### config.mk
export PLATFORM = sky130hd
export DESIGN_NAME = cnt_run_ctrl
export DESIGN_NICKNAME = d
export VERILOG_FILES = /design/src/rtl/cnt_run_ctrl.sv
export SDC_FILE = /design/constraint.sdc
export NUM_CORES = 1
export LEC_CHECK = 0
export ABC_AREA = 1
export CAP_MARGIN = 20
export CORE_MARGIN = 2
export CORE_UTILIZATION = 25
export CTS_CLUSTER_DIAMETER = 30
export CTS_CLUSTER_SIZE = 30
export DETAILED_ROUTE_END_ITERATION = 6
export PLACE_DENSITY = 0.55
export SYNTH_ARGS = -nofsm -noshare
export SYNTH_HDL_FRONTEND = slang
export SYNTH_SLANG_ARGS = --single-unit
### constraint.sdc
create_clock -name clk -period 3.7 [get_ports clk]
set_clock_uncertainty 0.2 [all_clocks]
set_input_delay 0.74 -clock clk [delete_from_list [all_inputs] [get_ports clk]]
set_output_delay 0.74 -clock clk [all_outputs]
set_load 0.02 [all_outputs]
### src/rtl/cnt_run_ctrl.sv
// cnt_run_ctrl: run-length enable controller for the counter_enbl datapath.
// Optional back-to-back repeat mode: define CNT_RUN_CTRL_AUTORELOAD_EN.
module cnt_run_ctrl #(
    parameter int N = 4
) (
    input  logic         clk,
    input  logic         reset,
    input  logic         start,
    input  logic [N-1:0] limit,
    input  logic         pause,
    input  logic         stop,
    output logic         cnt_enable,
    output logic         cnt_clear,
    output logic         busy,
    output logic         done,
    output logic [N-1:0] run_cnt,
    output logic [2:0]   state
);

    typedef enum logic [2:0] {
        S_IDLE  = 3'd0,
        S_CLEAR = 3'd1,
        S_RUN   = 3'd2,
        S_PAUSE = 3'd3,
        S_DONE  = 3'd4
    } state_t;

    state_t       st_q;
    state_t       st_d;
    logic [N-1:0] lim_r;
    logic [N-1:0] cnt_q;
    logic         accept;
    logic         last;

    assign accept = (st_q == S_IDLE) && start && !stop;
    // lim_r is nonzero whenever RUN is reached, so lim_r-1 cannot underflow
    assign last   = (cnt_q == (lim_r - N'(1)));

    always_ff @(posedge clk) begin
        if (!reset) begin
            st_q  <= S_IDLE;
            lim_r <= '0;
            cnt_q <= '0;
        end else begin
            st_q <= st_d;
            if (accept) begin
                lim_r <= limit;
            end
            if (st_q == S_CLEAR) begin
                cnt_q <= '0;
            end else if (st_q == S_RUN) begin
                cnt_q <= cnt_q + N'(1);
            end
        end
    end

    always_comb begin
        st_d = S_IDLE;
        unique case (st_q)
            S_IDLE: begin
                st_d = accept ? S_CLEAR : S_IDLE;
            end
            S_CLEAR: begin
                if (stop) begin
                    st_d = S_IDLE;
                end else if (lim_r == '0) begin
                    st_d = S_DONE;
                end else begin
                    st_d = S_RUN;
                end
            end
            S_RUN: begin
                if (stop) begin
                    st_d = S_IDLE;
                end else if (last) begin
                    st_d = S_DONE;
                end else if (pause) begin
                    st_d = S_PAUSE;
                end else begin
                    st_d = S_RUN;
                end
            end
            S_PAUSE: begin
                if (stop) begin
                    st_d = S_IDLE;
                end else if (!pause) begin
                    st_d = S_RUN;
                end else begin
                    st_d = S_PAUSE;
                end
            end
            S_DONE: begin
`ifdef CNT_RUN_CTRL_AUTORELOAD_EN
                st_d = stop ? S_IDLE : S_CLEAR;
`else
                st_d = S_IDLE;
`endif
            end
            default: begin
                st_d = S_IDLE;
            end
        endcase
    end

    assign cnt_clear  = (st_q == S_CLEAR);
    assign cnt_enable = (st_q == S_RUN);
    assign done       = (st_q == S_DONE);
    assign busy       = (st_q == S_CLEAR) ||
                        (st_q == S_RUN) ||
                        (st_q == S_PAUSE);
    assign run_cnt    = cnt_q;
    assign state      = st_q;

endmodule

# After elaboration in Yosys (flattened, before gate mapping)
# Cells that the tools add are included.
# word_totals
regBits	11
inputBits	9
out_inout_bits	11
elab_cells	27
# classes
n_addsub	2
eq_ne	5
n_mux	8
bitwise_logic	1
reduce_logical	8
# ops
cell	n
2-to-1 mux 3 bit	5
case mux 3 bit (4 select lines)	1
== test 3 x 2 -> 1 bit (second input constant)	2
adder 4 x 1 -> 4 bit (second input constant)	1
== test 4 bit	1
zero test 4 bit	1
subtractor 4 x 1 -> 4 bit (second input constant)	1
== test 3 x 1 -> 1 bit (second input constant)	1
== test 3 bit (second input constant)	1
zero test 3 bit	1
logical AND 1 bit	2
logical OR 1 bit	2
2-to-1 mux 1 bit	2
OR reduction 2 bit	1
zero test 1 bit	1
inverter 1 bit	1

# Depth between registers and ports, before layout
# Gate-level depths: netlist of the first run.
# logic_depth
ltp_word	5
depth_mapped	10
mapped_depth_nobuf	10

# Worst setup path before layout of the first run
# No wires, ideal clock.
# synth_path
path_type	register to output
startpoint	register st_q[2], in the netlist state[2]
endpoint	output done
t_arrival_ps	1135
required_time_ps	2760
slack_ps	1625
path_stages_with_launch	2
path_buffers	0
cell_sequence	dfxtp_1 > nor3b_1
# synth_via
elab_chain_cells	1
# synth_rtl
element	line_no	source
start, declared	28	state_t st_q;
start signal, assigned	45	st_q <= st_d;
== test 3 bit	107	assign done = (st_q == S_DONE);
end, declared	15	output logic done,
# Every way passes these cells.

# Final worst setup path of the first run
# layout_path
startpoint	register st_q[1], in the netlist state[1]
endpoint	output cnt_enable
# layout_via
elab_chain_cells	1
# layout_rtl
element	line_no	source
== test 3 x 2 -> 1 bit	106	assign cnt_enable = (st_q == S_RUN);
end, declared	12	output logic cnt_enable,
# Every way passes these cells.

==> impl_metrics.csv, run 1 <==
group,metric,value,unit
worst_setup_path,crit_path_end_kind,"output port",
timing,hold_violations,0,
place,dp.cells,139,
global_route,antenna_found_initial,0,
cts,cts_root_buffer,"clkbuf_4",
logic_synthesis,ys_types,20,
worst_setup_path,critPathRequiredTime,2.76,ns
finish,num_antenna_cells,0,
power_and_ir_drop,p_leak,0.3733,nW
worst_setup_path,r2r_setup_slack,2.08,ns
timing,slew_violations,0,
min_path,whs_path_depth,2,
route,via_per_inst,4.385,
cts,cts_setup_buffers,0,
route,vias,627,
logic_synthesis,synth-xor-area-share,0,
route,drtIter0Drc,10,
run_status,status,"complete, no violations",
cts,cts.reportedPaths.clkPinSlew,0.07,ns
timing,fmax,384.7,MHz
logic_synthesis,syn_avg_cell_area,6.993,um^2
worst_setup_path,r2r-end,"state[0]$_SDFF_PN0_",
global_route,overflow,0,
logic_synthesis,syn-cell-area,629.4,um^2
logic_synthesis,synth_cells,90,
cts,cts_hold_buf,0,
logic_synthesis,synthSimpleGateAreaFrac,0.3539,
cts,post_cts_resized,0,
worst_setup_path,r2r_start,"lim_r[0]$_SDFFE_PN0P_",
power_and_ir_drop,peakVddDrop,0.09405,mV
timing,worstMarginPinSlew,0.2845,ns
finish,stdcell_area,883.3,um^2
cts,clock_sinks,11,
flow_run,cap_violations,0,
timing,fin_crit,2.599,ns
global_route,grt.total_usage,0.1147,
finish,drive_above_1_share,0.1062,
worst_setup_path,max_stage_delay,0.60,ns
place,gp_congestion,0.7997,
min_path,hold_path.class,"register to register",
cts,clock_path_buffers,2,
timing,setup_viol,0,
floorplan,die_h,54.18,um
global_route,grt_start_max_net_pins,10,
cts,clock_latency,0.26,ns
logic_synthesis,yosys_warnings,0,
worst_setup_path,worst_setup_path_start_kind,"register",
worst_setup_path,path_cells,"inv_2 -> nor2_4 -> nand2_4 -> inv_2 -> clkdlybuf4s50_1",
logic_synthesis,synth-seq-cells,11,
floorplan,dieArea,0.002935,mm^2
route,antenna_left,0,
timing,period_share,0.7025,
floorplan,fp-row-count,18,
place,dp_hpwl,1.164,mm
logic_synthesis,synth_compound_area_frac,0.1670,
cts,cts_tree,"done",
timing,max_slew_margin,0.8101,
route,drt_pass1_iterations,4,
worst_setup_path,reg2reg_depth,9,
place,port_buffers,19,
power_and_ir_drop,power_density,296.7,mW/mm^2
timing,tns,0,ns
global_route,grt_pass1_wl,2.366,mm
cts,cts_buffers,3,
logic_synthesis,syn_nets,101,
logic_synthesis,synth_mux_area_frac,0,
worst_setup_path,worstPathArrival,1.66,ns
min_path,whs_endpoint,"lim_r[2]$_SDFFE_PN0P_",
floorplan,io_pins,20,
floorplan,die_w,54.18,um
global_route,grt_pass1_vias,535,
floorplan,initial_core_util,0.2587,
cts,htreeDepth,1,
timing,rsz0062_at_grt,"no",
finish,nNetsFinal,125,
worst_setup_path,critical_path_class,"register to output port",
finish,final_cells,143,
finish,area_growth,40.36,%
logic_synthesis,synth_adder_area_share,0.03976,
logic_synthesis,synth_top_family_by_area,"simple AND/OR/NAND/NOR gates",
route,wirelength,1.437,mm
worst_setup_path,startpoint,"state[1]$_SDFF_PN0_",
logic_synthesis,ys_seq_area_frac,0.3499,
route,wl_per_cell,10.05,um
floorplan,fp.coreArea,0.002432,mm^2
worst_setup_path,cp_common_cell,"inv_2",
worst_setup_path,slowest_stage,"clkdlybuf4s50_1",
route,drc,0,
worst_setup_path,critPathMaxFanout,5,
place,dpl_cell_area,857.1,um^2
min_path,min_from,"lim_r[2]$_SDFFE_PN0P_",
## per-stage QoR
stage / hold slack (ns) / total power (W) / setup WS, ns / util
detailed placement: 0.3164 / 0.0001829 / 1.378 / 0.3524
global placement: 0.2985 / 0.0001835 / 1.403 / 0.3524
CTS: 0.3332 / 0.0002678 / 1.074 / 0.3632
finish: 0.3271 / 0.0002621 / 1.101 / 0.3632
global route: 0.3514 / 0.0002794 / 0.9758 / 0.3632
floorplan: 0.2670 / 0.0001620 / 1.625 / -
## critical path: cells and delay by family, from the launching register on
family / cells / cell delay (ns)
buf+inv: 3 / 0.76
simple gates: 2 / 0.21
flops: 1 / 0.43
## layout by cell type (no fill, tap or decap), drive strengths merged, types with 2 or more instances in the layout
| cell | Yosys | layout |
|---|---|---|
| ha | 2 | 2 |
| a21boi | 2 | 2 |
| nor3 | 3 | 3 |
| nand4 | 3 | 3 |
| inv | 15 | 15 |
| clkdlybuf4s50 | 0 | 19 |
| nand3 | 4 | 4 |
| nand2 | 23 | 23 |
| clkbuf | 0 | 4 |
| dfxtp | 11 | 11 |
| a21oi | 9 | 9 |
| nor2 | 7 | 7 |
| o21ai | 9 | 9 |
## report_power, final
group          internal (W)  total (W)  switching (W)
logic             0.0000242  0.0000528      0.0000285
registers          0.000123   0.000127     0.00000427
clock network     0.0000417  0.0000823      0.0000407
## per-layer routing
layer,routed length (um),vias up,track usage,share of wire
met2,687,14,0.1767,0.48
met5,0,-,0,0
li1,-,341,-,-
met3,80,2,0.01944,0.056
met1,642,270,0.1405,0.45
met4,27,0,0.08750,0.019
## registers in the layout, indices dropped and copies added (netlist names)
| register | cells |
|---|---|
| lim_r | 4 |
| state | 3 |
| run_cnt | 4 |
## worst max-delay path by stage
| stage | depth (start not counted) | to | slack [ns] |
|---|---|---|---|
| floorplan | 1 | done | 1.62 |
| global placement | 5 | cnt_enable | 1.40 |
| detailed placement | 5 | cnt_enable | 1.38 |
| CTS | 5 | cnt_enable | 1.07 |
| global route | 3 | cnt_clear | 0.98 |
| finish | 5 | cnt_enable | 1.10 |
## layout make-up
| type | count | area [um^2] |
|---|---|---|
| Fill cell | 256 | 1549 |
| Multi-Input combinational cell | 64 | 352.8 |
| Sequential cell | 11 | 220.2 |
| Timing Repair Buffer | 19 | 190.2 |
| Inverter | 15 | 56.30 |
| Tap cell | 30 | 37.54 |
| Clock buffer | 4 | 26.28 |
## cells by family after synthesis
| kind of cell | after synthesis |
|---|---|
| AOI/OAI and AO/OA | 20 |
| adders and majority gates | 2 |
| buffers and inverters | 15 |
| DFF | 11 |
| and+or+nand+nor | 42 |
## synth_stat cells
master / number / share of area
nand4_1: 3 / 0.030
o21ai_1: 2 / 0.016
nand2_4: 1 / 0.018
nand3_1: 3 / 0.024
nor4_4: 1 / 0.034
nor2_4: 1 / 0.018
o21ai_0: 7 / 0.056
nor3_2: 1 / 0.016
a21oi_1: 9 / 0.072
ha_1: 2 / 0.040
nor3b_1: 1 / 0.012
nand3_2: 1 / 0.016
nor2_1: 5 / 0.030
a21boi_1: 2 / 0.024
nor2_2: 1 / 0.0099
nand2_1: 22 / 0.13
inv_1: 12 / 0.072
inv_2: 3 / 0.018
dfxtp_1: 11 / 0.35
nor3_1: 2 / 0.016
Power figures use the tool's default switching activity.
==> run 2: changes to the inputs <==
PLACE_DENSITY = 0.57   (was 0.55)
clock period = 2.1 ns   (was 3.7 ns; I/O delays follow)
==> run 2 against run 1 <==
Hold slack worse by 0.0085 ns. Die area stayed put. First-iteration DRC count is 10% lower. Flip-flop and latch count stayed put. Highest routed layer unchanged. Clock-buffer cell count stayed put. Via count is 3.8% higher. Critical path type unchanged.
==> impl_metrics.csv, run 2 (synthesized netlist as in run 1, its figures left out) <==
group,metric,value,unit
floorplan,initial_core_util,0.2587,
place,gp_congestion,0.7439,
cts,cts.reportedPaths.clkPinSlew,0.07,ns
place,port_buffers,19,
global_route,grt_pass1_wl,2.435,mm
worst_setup_path,critical_path_class,"register to output port",
finish,num_antenna_cells,0,
global_route,grt_pass1_vias,576,
finish,fillCellCount,279,
finish,area_growth,40.95,%
place,dp_hpwl,1.187,mm
route,antenna_left,0,
route,drtIter0Drc,9,
finish,multiInputGateArea,352.8,um^2
worst_setup_path,worstPathArrival,1.37,ns
finish,drive_above_1_share,0.1228,
place,dp.cells,140,
worst_setup_path,critPathMaxFanout,5,
cts,cts_buffers,3,
timing,rsz0062_at_grt,"no",
route,drc,0,
power_and_ir_drop,p_leak,0.3967,nW
route,route.met2.wl,661,um
global_route,grt_start_max_net_pins,10,
cts,clock_path_buffers,2,
route,drt_pass1_iterations,2,
global_route,antenna_found_initial,0,
floorplan,die_h,54.18,um
place,dpl_cell_area,864.6,um^2
route,wl_per_cell,10.05,um
floorplan,fp-row-count,18,
floorplan,dieArea,0.002935,mm^2
cts,cts_setup_buffers,0,
finish,seq_area,221.5,um^2
worst_setup_path,max_stage_delay,0.42,ns
min_path,hold_path.class,"register to register",
flow_run,cap_violations,0,
cts,htreeDepth,1,
route,top_layer,"met4",
timing,hold_slack,0.3186,ns
timing,worstMarginPinSlew,0.2329,ns
finish,stdcell_area,887.1,um^2
timing,slew_violations,0,
power_and_ir_drop,peakVddDrop,0.2421,mV
timing,fmax,502.5,MHz
worst_setup_path,slowest_stage,"dfxtp_1",
cts,cts_hold_buf,0,
floorplan,io_pins,20,
route,drt-met1-wl,673,um
cts,cts_tree,"done",
cts,clock_latency,0.27,ns
worst_setup_path,path_delay_family,"buffers and inverters",
timing,tns,0,ns
timing,setup_viol,0,
route,via_per_inst,4.521,
timing,hold_violations,0,
worst_setup_path,cp_common_cell,"inv_2",
worst_setup_path,path_cells,"inv_2 -> nor2_4 -> nand2_4 -> inv_2 -> dlygate4sd2_1",
cts,clock_sinks,11,
timing,period_share,0.9476,
finish,nNetsFinal,126,
timing,fin_crit,1.990,ns
worst_setup_path,critPathRequiredTime,1.48,ns
finish,layout.cells.most_common,"nand2_1",
route,wl_met3,80,um
route,vias,651,
floorplan,die_w,54.18,um
worst_setup_path,crit_path_end_kind,"output port",
finish,layout_common_cells,"nand2_1, clkdlybuf4s50_1, inv_1",
global_route,grt.total_usage,0.1185,
run_status,status,"complete, no violations",
finish,finish.utilization,0.3647,
global_route,overflow,0,
timing,max_slew_margin,0.8436,
worst_setup_path,worst_setup_path_start_kind,"register",
cts,cts_root_buffer,"clkbuf_4",
route,wirelength,1.447,mm
power_and_ir_drop,power_density,521.4,mW/mm^2
floorplan,fp.coreArea,0.002432,mm^2
finish,final_cells,144,
worst_setup_path,cp.buffers_inverters,3,
## run 2: path summary, 6_finish.rpt
kind / slack, ns / to / cells past startpoint / startpoint
setup / recovery: 0.11 / cnt_enable / 5 / state[1]$_SDFF_PN0_
hold reg to reg: 0.32 / lim_r[2]$_SDFFE_PN0P_ / 2 / lim_r[2]$_SDFFE_PN0P_
hold / removal: 0.32 / lim_r[2]$_SDFFE_PN0P_ / 2 / lim_r[2]$_SDFFE_PN0P_
setup reg to reg: 0.49 / state[0]$_SDFF_PN0_ / 9 / lim_r[0]$_SDFFE_PN0P_
## run 2: layout make-up
class	count	share of cell area
Multi-Input combinational cell	64	0.3977
Sequential cell	11	0.2496
Timing Repair Buffer	20	0.2172
Inverter	15	0.06347
Tap cell	30	0.04231
Clock buffer	4	0.02962
## run 2: where the power goes
group          internal, W  switching (W)  total [W]
combinational    0.0000420      0.0000514  0.0000934
clock            0.0000735      0.0000720   0.000145
sequential        0.000216     0.00000737   0.000224
total             0.000332       0.000131   0.000463
## run 2: worst reg2reg max path, cell delays in order, from the launching register on
cell,delay [ns]
dfxtp_1,0.36
inv_1,0.09
ha_1,0.30
inv_1,0.04
nand2_1,0.05
nand2_1,0.04
nor2_1,0.12
nand4_1,0.14
nand3_1,0.10
a21oi_1,0.06
## run 2: what timing repair did
action                                 4_1_cts  5_1_grt
endpoints found under the hold margin        0        0
gates resized for setup                      5        0
setup endpoints to repair                    4        0
## run 2: per-stage QoR
stage	worst slack, ns	total power [W]
5_1_grt	0.02191	0.0004972
3_3_place_gp	0.1530	0.0003239
6_report	0.1100	0.0004626
2_1_floorplan	0.3448	0.0002854
3_5_place_dp	0.1268	0.0003242
4_1_cts	0.09264	0.0004724
## run 2: layer usage
layer  up-vias  track usage
met4         0      0.07500
met1       285       0.1431
met2        17       0.1888
met3         4      0.02500
li1        345            -
met5         -            0
